===== src/rtl/fp_mul_pipe.sv =====
// Pipelined floating-point multiplier with generic exponent/fraction widths,
// flush-to-zero subnormals, five rounding modes and a valid/ready handshake.
module fp_mul_pipe #(
    parameter int EXP_W  = 8,
    parameter int FRC_W  = 23,
    parameter int STAGES = 3,
    parameter int TAG_W  = 4
) (
    input  logic                   clk,
    input  logic                   rst,
    input  logic                   in_valid,
    output logic                   in_ready,
    input  logic [EXP_W+FRC_W:0]   fp_X,
    input  logic [EXP_W+FRC_W:0]   fp_Y,
    input  logic [2:0]             r_mode,
    input  logic [TAG_W-1:0]       in_tag,
    output logic                   out_valid,
    input  logic                   out_ready,
    output logic [EXP_W+FRC_W:0]   fp_Z,
    output logic [TAG_W-1:0]       out_tag,
    output logic                   ovrf,
    output logic                   udrf,
    output logic                   zer,
    output logic                   inf,
    output logic                   nan
);
    localparam int W  = 1 + EXP_W + FRC_W;
    localparam int PW = 2 * FRC_W + 2;
    localparam int EW = EXP_W + 2;
    localparam logic signed [EW-1:0] BIAS = EW'((1 << (EXP_W - 1)) - 1);
    localparam logic signed [EW-1:0] EMAX = EW'((1 << EXP_W) - 1);

    function automatic logic round_inc(input logic [2:0] rm, input logic sgn,
                                       input logic lsb, input logic g, input logic s);
        case (rm)
            3'b001:  round_inc = 1'b0;
            3'b010:  round_inc = sgn & (g | s);
            3'b011:  round_inc = ~sgn & (g | s);
            3'b100:  round_inc = g;
            default: round_inc = g & (s | lsb);
        endcase
    endfunction

    // Returns {ovrf, udrf, word}; out-of-range exponents saturate to inf or signed zero.
    function automatic logic [W+1:0] saturate(input logic signed [EW-1:0] e, input logic sgn,
                                              input logic [FRC_W-1:0] frac);
        if (!e[EW-1] && e >= EMAX)
            saturate = {2'b10, sgn, {EXP_W{1'b1}}, {FRC_W{1'b0}}};
        else if (e[EW-1] || e == '0)
            saturate = {2'b01, sgn, {(EXP_W + FRC_W){1'b0}}};
        else
            saturate = {2'b00, sgn, e[EXP_W-1:0], frac};
    endfunction

    logic en;
    assign en       = !out_valid || out_ready;
    assign in_ready = en;

    // ---- operand boundary (registered only in the 4-stage build)
    logic [W-1:0]     x_p0, y_p0;
    logic [2:0]       rm_p0;
    logic [TAG_W-1:0] tag_p0;
    logic             vld_p0;

    generate
        if (STAGES >= 4) begin : g_p0_reg
            always_ff @(posedge clk) begin
                if (rst)     vld_p0 <= 1'b0;
                else if (en) vld_p0 <= in_valid;
            end
            always_ff @(posedge clk) begin
                if (en && in_valid) begin
                    x_p0   <= fp_X;
                    y_p0   <= fp_Y;
                    rm_p0  <= r_mode;
                    tag_p0 <= in_tag;
                end
            end
        end else begin : g_p0_wire
            assign vld_p0 = in_valid;
            assign x_p0   = fp_X;
            assign y_p0   = fp_Y;
            assign rm_p0  = r_mode;
            assign tag_p0 = in_tag;
        end
    endgenerate

    logic [EXP_W-1:0]       ex_a, ey_a;
    logic [FRC_W-1:0]       fx_a, fy_a;
    logic                   xz_a, yz_a, xi_a, yi_a, xn_a, yn_a;
    logic                   sgn_a, nan_a, inf_a, zer_a;
    logic signed [EW-1:0]   esum_a;
    logic [PW-1:0]          prod_a;

    always_comb begin
        ex_a   = x_p0[W-2:FRC_W];
        ey_a   = y_p0[W-2:FRC_W];
        fx_a   = x_p0[FRC_W-1:0];
        fy_a   = y_p0[FRC_W-1:0];
        xz_a   = (ex_a == '0);
        yz_a   = (ey_a == '0);
        xi_a   = (ex_a == '1) && (fx_a == '0);
        yi_a   = (ey_a == '1) && (fy_a == '0);
        xn_a   = (ex_a == '1) && (fx_a != '0);
        yn_a   = (ey_a == '1) && (fy_a != '0);
        sgn_a  = x_p0[W-1] ^ y_p0[W-1];
        nan_a  = xn_a || yn_a || (xi_a && yz_a) || (yi_a && xz_a);
        inf_a  = xi_a || yi_a;
        zer_a  = xz_a || yz_a;
        esum_a = $signed({2'b00, ex_a}) + $signed({2'b00, ey_a}) - BIAS;
        prod_a = PW'({1'b1, fx_a}) * PW'({1'b1, fy_a});
    end

    // ---- product boundary
    logic                   sgn_p1, nan_p1, inf_p1, zer_p1, vld_p1;
    logic signed [EW-1:0]   esum_p1;
    logic [PW-1:0]          prod_p1;
    logic [2:0]             rm_p1;
    logic [TAG_W-1:0]       tag_p1;

    generate
        if (STAGES >= 3) begin : g_p1_reg
            always_ff @(posedge clk) begin
                if (rst)     vld_p1 <= 1'b0;
                else if (en) vld_p1 <= vld_p0;
            end
            always_ff @(posedge clk) begin
                if (en && vld_p0) begin
                    sgn_p1  <= sgn_a;
                    nan_p1  <= nan_a;
                    inf_p1  <= inf_a;
                    zer_p1  <= zer_a;
                    esum_p1 <= esum_a;
                    prod_p1 <= prod_a;
                    rm_p1   <= rm_p0;
                    tag_p1  <= tag_p0;
                end
            end
        end else begin : g_p1_wire
            assign vld_p1  = vld_p0;
            assign sgn_p1  = sgn_a;
            assign nan_p1  = nan_a;
            assign inf_p1  = inf_a;
            assign zer_p1  = zer_a;
            assign esum_p1 = esum_a;
            assign prod_p1 = prod_a;
            assign rm_p1   = rm_p0;
            assign tag_p1  = tag_p0;
        end
    endgenerate

    logic                   norm_n_b, guard_b, sticky_b;
    logic [PW-2:0]          shifted_b;
    logic [FRC_W-1:0]       frac_b;
    logic signed [EW-1:0]   exp_b;

    // The product of two hidden-one mantissas is in [1,4); drop the leading one.
    always_comb begin
        norm_n_b  = prod_p1[PW-1];
        shifted_b = norm_n_b ? prod_p1[PW-2:0] : {prod_p1[PW-3:0], 1'b0};
        frac_b    = shifted_b[PW-2 -: FRC_W];
        guard_b   = shifted_b[PW-2-FRC_W];
        sticky_b  = |shifted_b[PW-3-FRC_W:0];
        exp_b     = esum_p1 + $signed({{(EW-1){1'b0}}, norm_n_b});
    end

    // ---- normalise boundary
    logic                   sgn_p2, nan_p2, inf_p2, zer_p2, vld_p2;
    logic                   guard_p2, sticky_p2;
    logic signed [EW-1:0]   exp_p2;
    logic [FRC_W-1:0]       frac_p2;
    logic [2:0]             rm_p2;
    logic [TAG_W-1:0]       tag_p2;

    generate
        if (STAGES >= 2) begin : g_p2_reg
            always_ff @(posedge clk) begin
                if (rst)     vld_p2 <= 1'b0;
                else if (en) vld_p2 <= vld_p1;
            end
            always_ff @(posedge clk) begin
                if (en && vld_p1) begin
                    sgn_p2    <= sgn_p1;
                    nan_p2    <= nan_p1;
                    inf_p2    <= inf_p1;
                    zer_p2    <= zer_p1;
                    guard_p2  <= guard_b;
                    sticky_p2 <= sticky_b;
                    exp_p2    <= exp_b;
                    frac_p2   <= frac_b;
                    rm_p2     <= rm_p1;
                    tag_p2    <= tag_p1;
                end
            end
        end else begin : g_p2_wire
            assign vld_p2    = vld_p1;
            assign sgn_p2    = sgn_p1;
            assign nan_p2    = nan_p1;
            assign inf_p2    = inf_p1;
            assign zer_p2    = zer_p1;
            assign guard_p2  = guard_b;
            assign sticky_p2 = sticky_b;
            assign exp_p2    = exp_b;
            assign frac_p2   = frac_b;
            assign rm_p2     = rm_p1;
            assign tag_p2    = tag_p1;
        end
    endgenerate

    logic                   inc_c;
    logic [FRC_W:0]         frac_r_c;
    logic signed [EW-1:0]   exp_c;
    logic [W+1:0]           sat_c;
    logic [W-1:0]           z_c;
    logic                   ovrf_c, udrf_c, zer_c, inf_c, nan_c;

    // Rounding carry-out leaves an all-zero fraction, so only the exponent bumps.
    always_comb begin
        inc_c    = round_inc(rm_p2, sgn_p2, frac_p2[0], guard_p2, sticky_p2);
        frac_r_c = {1'b0, frac_p2} + {{FRC_W{1'b0}}, inc_c};
        exp_c    = exp_p2 + $signed({{(EW-1){1'b0}}, frac_r_c[FRC_W]});
        sat_c    = saturate(exp_c, sgn_p2, frac_r_c[FRC_W-1:0]);
        z_c      = sat_c[W-1:0];
        ovrf_c   = sat_c[W+1];
        udrf_c   = sat_c[W];
        inf_c    = sat_c[W+1];
        zer_c    = sat_c[W];
        nan_c    = 1'b0;
        if (nan_p2) begin
            z_c    = {1'b0, {EXP_W{1'b1}}, 1'b1, {(FRC_W-1){1'b0}}};
            {ovrf_c, udrf_c, zer_c, inf_c, nan_c} = 5'b00001;
        end else if (inf_p2) begin
            z_c    = {sgn_p2, {EXP_W{1'b1}}, {FRC_W{1'b0}}};
            {ovrf_c, udrf_c, zer_c, inf_c, nan_c} = 5'b00010;
        end else if (zer_p2) begin
            z_c    = {sgn_p2, {(EXP_W + FRC_W){1'b0}}};
            {ovrf_c, udrf_c, zer_c, inf_c, nan_c} = 5'b00100;
        end
    end

    // ---- result boundary
    always_ff @(posedge clk) begin
        if (rst) begin
            out_valid <= 1'b0;
            fp_Z      <= '0;
            out_tag   <= '0;
            {ovrf, udrf, zer, inf, nan} <= 5'b00000;
        end else if (en) begin
            out_valid <= vld_p2;
            if (vld_p2) begin
                fp_Z    <= z_c;
                out_tag <= tag_p2;
                {ovrf, udrf, zer, inf, nan} <= {ovrf_c, udrf_c, zer_c, inf_c, nan_c};
            end
        end
    end

endmodule


===== config.mk =====
export PLATFORM = sky130hd
export DESIGN_NAME = fp_mul_pipe
export DESIGN_NICKNAME = d
export VERILOG_FILES = /design/src/rtl/fp_mul_pipe.sv
export SDC_FILE = /design/constraint.sdc
export NUM_CORES = 2
export LEC_CHECK = 0
export ABC_AREA = 0
export CORE_AREA = 2 2 315 239
export DETAILED_ROUTE_END_ITERATION = 7
export DIE_AREA = 0 0 317 241
export SLEW_MARGIN = 20
export SYNTH_ARGS = -nofsm -noshare
export SYNTH_HDL_FRONTEND = slang
export SYNTH_SLANG_ARGS = --single-unit

===== constraint.sdc =====
create_clock -name clk -period 9 [get_ports clk]
set_clock_uncertainty 0.1 [all_clocks]
set_input_delay 1.35 -clock clk [delete_from_list [all_inputs] [get_ports clk]]
set_output_delay 1.35 -clock clk [all_outputs]
set_load 0.1 [all_outputs]

==> results.md <==
- Fmax: 118 MHz
- Starting Density: 34.8%
- Hold worst-path end: tag_p2[2]
- Cell count after synthesis: 2678
- Synth async-reset ratio: 0%
- Layout cell share with drive strength beyond 1: 6.88%
- Post-synthesis compound-gate area fraction: 5.21%
- Post-Route Utilization: 39.6%
- Clock tree sinks: 159
- Area Growth Syn to Fin: 13.8%
- Number of core rows: 86
- Setup violators final: 0
- Final non-filler cell total: 3804
- FF-to-FF path depth: 21
- Final antenna-violating net count: 0
- Critical Path Fanout Max: 11
- Dpl cells: 3772
- Post-Syn Area: 0.0255 mm^2
- Post-CTS Setup Inserts: 0
- Post-Route Setup TNS: 0 ns
- DRC violations left: 0
- Post-synthesis mux area share: 1.10%
- H-tree levels: 4
- EDFF count, synth: 115
- Least-Margin Pin Slew: 1.05 ns
- Max-Slew Margin vs Limit: 29.8%
- GRT Residual Overflow: 0
- IO Port Bufs: 117
- Worst R2R End: fp_Z[15]
- Startpoint types: input pin
- Core area: 0.0731 mm^2
- CTS tree: done
- Starting DRT DRC Count: 1206
- Total CTS buffers: 17
- Clk buf depth: 2
- Seq cells post-synth: 159
- Post-CTS resize count: 0
- Max-slew violations: 0
- R2r setup slk: 3.31 ns
- Clock latency on the worst-skew pair: 0.44 ns
- Tot GR Track Use: 19.1%
- Post-Synth XOR/XNOR Area: 3.10%
- Critical Path AT: 8.59 ns
- Hold path startpoint: tag_p1[2]
- Hold path cells: 0
- RSZ-0062 raised after global routing: false
- Most common cell after layout, fill and taps aside: inv_1
- Fin crit share: 94.5%
- Number of global-route vias before repair: 19100
- I/O pin cnt: 118
- First-pass GRT wire length: 111000 um
- Commonest non-fill, non-tap cells in the layout: inv_1 (586), fa_1 (483), nand2_1 (336)
- Antenna violations before repair: 1
- Post-synth cell types: 63
- Seq/Total Area, Yosys: 17.0%
- YS warnings: 0
- Routed len/inst: 18.4 um
- Die area: 0.0764 mm^2
- DRT Pass-1 Iters: 5
- Maxcap violations: 0
- Worst r2r src: sgn_p2
- Detailed-route wire length: 70100 um
- Via count: 18300
- # nets final: 3575
- Post-synth net total: 3430
- Top FF cell, synth: edfxtp_1
- CTS clk-pin slew, worst paths: 0.07 ns
- Largest net degree at the start of global routing: 70
- Avg Cell Area, Syn: 9.51 um^2
- Root Driver: clkbuf_16
- Mean number of vias per cell: 4.82
- Post-CTS Hold Buffers: 0
- Hold WC Path Type: reg2reg
- Post-synthesis adder-cell area fraction: 47.5%
- Ant. Diodes: 0
- Die H: 241 um
- Final min period: 8.50 ns
- Synth Area in Simple Gates: 15.6%
- Final Hold Viols: 0
- DP HPWL: 58800 um
- WS Path Type: in2reg
- Die X: 317 um
- Main combinational cell family by area after synthesis: adder cells
- GP Congestion: 0.886
- CP Capture Type: flop
- Worst endpoint required time: 9.08 ns
- Outcome: finished clean
==> registers in the layout, indices dropped and copies added (netlist names), 3 cells and up <==
name,count
tag_p2,4
out_tag,4
rm_p2,3
fp_Z,32
frac_p2,23
rm_p1,3
prod_p1,48
tag_p1,4
esum_p1,10
exp_p2,10
==> synth_stat cells, types with 32 or more instances <==
cell	number	area, um^2
o21ai_0	45	225
dfxtp_1	44	881
and2_1	247	1550
a21o_1	32	240
clkbuf_1	102	383
xnor2_1	56	490
fa_1	483	9670
edfxtp_1	115	3450
nand3_1	32	160
inv_1	586	2200
a21oi_1	66	330
nor2_1	104	390
ha_1	194	2430
nand2_1	336	1260
xor2_1	34	298
==> final cells by class <==
type                    count  area, um^2
well taps                 968        1210
multi-input cells        1815       18500
fillers                  7251       44100
clock inverters            11         121
flip-flops and latches    159        4330
clock buffers              21         450
repair buffers            241        2160
inverters                 589        2210
==> kinds of logic (layout without fill, tap and decap cells) <==
family          after synthesis  after routing
simple gates                817            817
buf+inv                     704            862
fa+ha+maj                   677            677
compound gates              206            206
flops                       159            159
xor+xnor                     90             90
mux                          25             25
==> worst max path at each step <==
stage / startpoint / to / slack, ns / depth (start not counted)
detailed placement: fp_X[6] / prod_p1[44] / 0.14 / 25
finish: fp_X[6] / prod_p1[44] / 0.50 / 25
CTS: fp_X[6] / prod_p1[44] / 0.61 / 25
global route: fp_X[6] / prod_p1[44] / 0.17 / 25
global placement: fp_X[6] / prod_p1[44] / 0.24 / 25
floorplan: fp_Y[12] / prod_p1[45] / 1.28 / 25
==> worst max-delay path, cell delays in order <==
cell	delay, ns
clkdlybuf4s50_1	0.98
and2_1	0.42
fa_1	0.52
inv_1	0.07
fa_1	0.47
inv_1	0.05
fa_1	0.50
inv_1	0.06
fa_1	0.53
inv_1	0.05
fa_1	0.45
fa_1	0.52
inv_1	0.06
fa_1	0.47
inv_1	0.04
ha_1	0.31
and3_1	0.22
nand3_1	0.10
o221ai_1	0.14
a211oi_1	0.32
a21oi_1	0.12
nor3_1	0.37
nand2b_1	0.19
o21ai_0	0.11
xor2_1	0.16
==> stage by stage <==
step                      setup slack [ns]  cell area (um^2)  hold slack (ns)
after global placement               0.243             28400            0.301
after detailed placement             0.135             28400            0.305
after floorplan                       1.28             25500            0.300
after global routing                 0.165             29000            0.338
after CTS                            0.612             29000            0.322
final                                0.496             29000            0.321
==> layer usage <==
layer	up-vias	share of wire, %	global-route usage, %	routed length [um]
met4	0	1.1	3.02	784
li1	8427	-	-	-
met1	9257	49	29.0	34100
met3	49	9.3	5.26	6490
met5	-	0	0	0
met2	613	41	27.2	28600
Power is left out: the tool's default activity adds up to more than one toggle a clock period on the data nets, which glitch-free logic cannot reach.
